File: config.mk
export PLATFORM = sky130hd
export DESIGN_NAME = txshift
export DESIGN_NICKNAME = d
export VERILOG_FILES = /design/src/rtl/txshift.sv
export SDC_FILE = /design/constraint.sdc
export NUM_CORES = 1
export LEC_CHECK = 0
export ABC_CLOCK_PERIOD_IN_PS = 3600
export CAP_MARGIN = 20
export CORE_ASPECT_RATIO = 0.9
export CORE_MARGIN = 2
export CORE_UTILIZATION = 50
export DETAILED_ROUTE_END_ITERATION = 12
export GPL_ROUTABILITY_DRIVEN = 0
export GPL_TIMING_DRIVEN = 0
export PLACE_DENSITY = 0.73
export SLEW_MARGIN = 5
export SYNTH_ARGS = -nofsm -noshare
export SYNTH_HDL_FRONTEND = slang
export SYNTH_SLANG_ARGS = --single-unit
File: constraint.sdc
create_clock -name i_Pclk -period 3.6 [get_ports i_Pclk]
set_clock_uncertainty 0.1 [all_clocks]
set_input_delay 0.72 -clock i_Pclk [delete_from_list [all_inputs] [get_ports i_Pclk]]
set_output_delay 0.72 -clock i_Pclk [all_outputs]
set_load 0.02 [all_outputs]
File: src/rtl/txshift.sv
// USRT transmit serializer: latches one byte into an 11-bit frame (start, 8 data LSB first, parity, stop)
// and shifts it out one bit per baud-clock rising edge; pops the TX register only when idle and enabled.
module txshift (
    input  logic       i_Pclk,
    input  logic       i_Reset,
    input  logic       i_Bclk,
    input  logic       i_Enable,
    input  logic [1:0] i_Parity,
    input  logic       i_Valid,
    input  logic [7:0] i_Data,
    output logic       o_Pop,
    output logic       o_Tx_Serial,
    output logic       o_Busy,
    output logic       o_Done
);

    typedef enum logic [1:0] {S_IDLE, S_WAIT, S_SHIFT} state_t;

    state_t      state_q, state_d;
    logic        bclk_q;
    logic [10:0] frame_q, frame_d;
    logic [3:0]  cnt_q, cnt_d;
    logic        tx_q, tx_d;
    logic        done_q, done_d;
    logic        edge_w;
    logic        load_w;
    logic        par_w;

    assign edge_w = i_Bclk & ~bclk_q;
    assign load_w = (state_q == S_IDLE) & i_Enable & i_Valid;

    // Mode 11 behaves as "none": the parity slot becomes a second stop bit.
    always_comb begin
        case (i_Parity)
            2'b01:   par_w = ^i_Data;
            2'b10:   par_w = ~^i_Data;
            default: par_w = 1'b1;
        endcase
    end

    always_comb begin
        state_d = state_q;
        frame_d = frame_q;
        cnt_d   = cnt_q;
        tx_d    = tx_q;
        done_d  = 1'b0;
        case (state_q)
            S_IDLE: begin
                tx_d = 1'b1;
                if (load_w) begin
                    frame_d = {1'b1, par_w, i_Data, 1'b0};
                    state_d = S_WAIT;
                end
            end
            S_WAIT: begin
                if (edge_w) begin
                    tx_d    = frame_q[0];
                    frame_d = {1'b1, frame_q[10:1]};
                    cnt_d   = 4'd1;
                    state_d = S_SHIFT;
                end
            end
            S_SHIFT: begin
                if (edge_w) begin
                    if (cnt_q == 4'd11) begin
                        tx_d    = 1'b1;
                        done_d  = 1'b1;
                        cnt_d   = 4'd0;
                        state_d = S_IDLE;
                    end else begin
                        tx_d    = frame_q[0];
                        frame_d = {1'b1, frame_q[10:1]};
                        cnt_d   = cnt_q + 4'd1;
                    end
                end
            end
            default: state_d = S_IDLE;
        endcase
    end

    always_ff @(posedge i_Pclk) begin
        if (i_Reset) begin
            state_q <= S_IDLE;
            bclk_q  <= 1'b0;
            frame_q <= '0;
            cnt_q   <= '0;
            tx_q    <= 1'b1;
            done_q  <= 1'b0;
        end else begin
            state_q <= state_d;
            bclk_q  <= i_Bclk;
            frame_q <= frame_d;
            cnt_q   <= cnt_d;
            tx_q    <= tx_d;
            done_q  <= done_d;
        end
    end

    assign o_Pop       = load_w & ~i_Reset;
    assign o_Tx_Serial = tx_q;
    assign o_Busy      = (state_q != S_IDLE);
    assign o_Done      = done_q;

endmodule

Word-level counts from Yosys, hierarchy flattened

Index checks and enable logic that the tools add are counted.

Bitwise gates (word level): 8
Reductions and logical operators: 11
Muxes and demuxes: 20
Add/sub/neg operators: 1
Equality and inequality tests: 10

Operators with widths:

| kind                  | count |
|---|---|
| $mux W11              | 4 |
| $pmux W11 S3          | 1 |
| $mux W4               | 3 |
| $ne A2 B2 Y1 const B  | 5 |
| $mux W2               | 4 |
| $pmux W4 S2           | 1 |
| $reduce_xnor A8 Y1    | 1 |
| $reduce_xor A8 Y1     | 1 |
| $pmux W2 S3           | 1 |
| $reduce_and A3 Y1     | 2 |
| $reduce_and A5 Y1     | 1 |
| $add A4 B1 Y4 const B | 1 |
| $and A1 B1 Y1         | 4 |
| $eq A2 B1 Y1 const B  | 2 |
| $eq A2 B2 Y1 const B  | 2 |
| $eq A4 B4 Y1 const B  | 1 |
| $mux W1               | 4 |
| $not A1 Y1            | 4 |
| $reduce_and A4 Y1     | 1 |
| $reduce_bool A2 Y1    | 2 |
| $pmux W1 S3           | 1 |
| $reduce_bool A3 Y1    | 1 |
| $reduce_or A3 Y1      | 1 |
| $logic_not A2 Y1      | 1 |
| $pmux W1 S2           | 1 |

Flip-flop bits (word level): 20
Logic and storage cells: 56
Input port bits: 15
Output and inout bits: 4

Depth between registers and ports, before layout

Gate-level depths: netlist of the first run.

Depth after elaboration: 5
Gate-level depth with buffers: 8
Mapped depth without buffers: 6

Least setup slack after synthesis of the first run

Ideal clock, no wire load.

Path type: input to output
Start: input port i_Reset
End: output port o_Pop
Arrival time: 1.410 ns
Path slack: 1.370 ns
Path buffers: 1
Data required time: 2.780 ns
Stages on the path: 2
Cell sequence: clkbuf_1 -> nor3_1

Cells in the longest elaborated chain, start to end: 2

RTL lines:

| element            | line | source |
|---|---|---|
| start: declaration | 5    | `input logic i_Reset,` |
| $not A1 Y1         | 99   | `assign o_Pop = load_w & ~i_Reset;` |
| $and A1 B1 Y1      | 99   |  |
| end: declaration   | 11   | `output logic o_Pop,` |

No other way between the ends.

Worst setup path in the final report of the first run

Same ends and word-level chain as after synthesis.

==> results of run 1 <==
==> kinds of logic (layout without fill, tap and decap cells) <==
family	Yosys count	in the layout	share of synthesized area [%]
mux	11	11	9.82
xor+xnor	7	7	5.41
compound gates	26	26	17.1
simple gates	43	43	19.1
buf+inv	12	34	5.52
fa+ha+maj	7	7	7.73
flops	20	20	35.3
==> final cells by class <==
| type | count | area [um2] | share of cell area (%) |
|---|---|---|---|
| multi-input combinational | 94 | 671 | 48.5 |
| tap | 27 | 33.8 | 2.44 |
| clock buffer | 4 | 36.3 | 2.62 |
| sequential | 20 | 400 | 28.9 |
| timing repair buffer | 18 | 180 | 13.0 |
| inverter | 6 | 22.5 | 1.63 |
| buffer | 6 | 40.0 | 2.89 |
==> layer usage <==
layer  global-route usage (%)  up-vias
met5                        0        -
met3                     6.44        2
li1                         -      483
met2                     34.9       18
met1                     22.0      434
met4                     3.75        0
==> through the flow <==
step                setup WS [ns]  power [mW]  utilization [%]  hold WS (ns)  cell area (um2)
floorplan                    1.37       0.664                -         0.331             1130
global placement            0.507       0.758             62.3         0.349             1350
detailed placement          0.499       0.776             62.3         0.368             1350
CTS                         0.487       0.909             64.0         0.383             1380
global route                0.410       0.968             64.0         0.394             1380
finish                      0.498       0.899             64.0         0.379             1380
==> report_power, final <==
group          internal, mW  switching (mW)  leakage (nW)  total (mW)
sequential            0.286          0.0355         0.164       0.321
combinational         0.216           0.229         0.361       0.445
clock                0.0617          0.0709        0.0210       0.133
total                 0.563           0.335         0.546       0.899
==> registers in the layout (all words and copies together) (netlist names) <==
signal and flops:
cnt_q 4, o_Tx_Serial 1, bclk_q 1, o_Done 1, state_q 2, frame_q 11
==> worst reg2reg max path, delay by kind of cell, from the launching register on <==
| kind | cells | cell delay, ns |
|---|---|---|
| AND/OR/NAND/NOR | 1 | 0.05 |
| flip-flops | 1 | 0.39 |
| AO/OA/AOI/OAI | 3 | 0.54 |
| adder cells (fa/ha/maj) | 1 | 0.19 |
| buffers and inverters | 3 | 0.40 |
==> worst max path at each step <==
stage | depth (start not counted) | endpoint | start | slack, ns
after detailed placement | 4 | o_Pop | i_Reset | 0.50
after global routing | 4 | o_Pop | i_Reset | 0.41
after global placement | 4 | o_Pop | i_Reset | 0.51
after floorplan | 2 | o_Pop | i_Reset | 1.37
final | 4 | o_Pop | i_Reset | 0.50
after CTS | 4 | o_Pop | i_Reset | 0.49
==> layout by cell type (no fill, tap or decap), types with 3 or more instances in the layout <==
master           synthesis  final
nand2_1                  4      4
a211oi_1                 8      8
xnor2_1                  7      7
nand3_1                  3      3
nor3_1                   5      5
ha_1                     7      7
clkbuf_4                 0      3
mux2i_1                 10     10
inv_1                    6      6
nor2b_1                  3      3
dfxtp_1                 20     20
nand2b_1                 3      3
o21ai_0                  4      4
clkdlybuf4s50_1          0     18
nor2_1                  20     20
a21oi_1                  4      4
==> results_dict.tcl, run 1 <==
set metrics [dict create \
    clk_pin_slew_ns 0.11 \
    power_density_nw_per_um2 649 \
    design.core.area_um2 2160 \
    arrival_ns 2.28 \
    syn2layout_area_growth_pct 22.1 \
    ys_async_sr_fraction_pct 0 \
    yosys.area.top_type "dfxtp_1" \
    vias_per_cell 5.35 \
    critPathLaunchType "primary input" \
    status "finished clean" \
    ys_seq_area_share_pct 35.3 \
    synth-edff-count 0 \
    globalRouteTotalUtil_pct 19.6 \
    grt_pass1_vias 902 \
    portBuffers 18 \
    finalCriticalPeriod_ns 3.10 \
    drtIter0Drc 13 \
    ir_drop_uv 430 \
    floorplan.initialDensity_pct 52.4 \
    dr.max_layer_used "met4" \
    synth-seq-cells 20 \
    num_antenna_cells 0 \
    path_buf_inv 3 \
    final.period_utilization_pct 86.2 \
    rr_startpoint "state_q[0]$_SDFFE_PP0P_" \
    cts_tree "yes" \
    crit_path_frequent_cell "clkdlybuf4s50_1" \
    hold-path-endpoint "frame_q[0]$_SDFFE_PP0P_" \
    syn_area_um2 1130 \
    avgSynthCellArea_um2 9.00 \
    fin_nets 171 \
    grt_max_degree 12 \
    num_rows 16 \
    fin_setup_tns_ns 0 \
    cp_top_family "buffers and inverters" \
    grt_pass1_wl_mm 3.84 \
    drive_gt1_share_pct 10.1 \
    hold_depth 2 \
    numCtsBuffers 3 \
    r2r_cells 8 \
    hold_viol 0 \
    clock_path_buffers 2 \
    cts_root_buf "clkbuf_4" \
    cp_slowest_cell "clkdlybuf4s50_1" \
    ant_nets 0 \
    firstDrtPassIters 4 \
    synth.top_cells.by_count "20 x dfxtp_1, 20 x nor2_1, 10 x mux2i_1, 8 x a211oi_1" \
    instances_no_fill 175 \
    num-fill-cells 196 \
    slew_headroom_pct 66.1 \
    worst_slew_pin_slew_ns 0.509 \
    htree_levels 1 \
    cts_setup_buffers 0 \
    fmax_mhz 322 \
    drv_slew 0 \
    yosysTopAreaCellShare_pct 35.3 \
    route.met3.wl_um 102 \
    grt-ovfl-total 0 \
    wl_met2_mm 1.16 \
    yosysUniqueCellTypes 32 \
    rsz0062_at_grt "no" \
    dp.final_hpwl_mm 1.70 \
    drc 0 \
    hold_class "reg -> reg" \
    cp_max_fo 10 \
    vias 937 \
    syn-instance-count 126 \
    die_y_um 49.2 \
    worstPathRequired_ns 2.78 \
    dp_cells 171 \
    setup_viol 0 \
    cpPeakStageDelay_ns 0.55 \
    antenna_found_initial 0 \
    chipWidth_um 54.2 \
    cts.sink_count 20 \
    cp-end-kind "output port" \
    drv_cap 0 \
    path_cells "clkdlybuf4s50_1 -> clkbuf_1 -> nor3_1 -> clkdlybuf4s50_1" \
    r2r_end "frame_q[9]$_SDFFE_PP0P_" \
    synthFlopType "dfxtp_1" \
    io_pins 19 \
    clk_latency_ns 0.31 \
    die_area_um2 2660 \
    drt-total-wl_mm 2.23 \
    wl_met1_um 956 \
    cts_hold_buf 0 \
    leakage_nw 0.546 \
    yosysWarnings 0 \
    wl_per_cell_um 12.7 \
    critPathKind "in -> out" \
    synthTopCellsByArea "dfxtp_1 35%, mux2i_1 8.8%, ha_1 7.7%" \
    syn-num-nets 148 \
    min-delay-start "frame_q[0]$_SDFFE_PP0P_" \
    rrSetupSlack_ns 1.81 \
    post_cts_resize_count 0 \
]
Power figures use the tool's default switching activity.
==> inputs of run 2 (changes only) <==
MAX_ROUTING_LAYER = met4   (was not set)
==> results of run 2 <==
Same layout as run 1: the final DEF is identical, and so are final timing and power.
Among the figures that moved: via count of the first global-routing pass 902 -> 900; overall routing resource usage 19.6% -> 20.1%
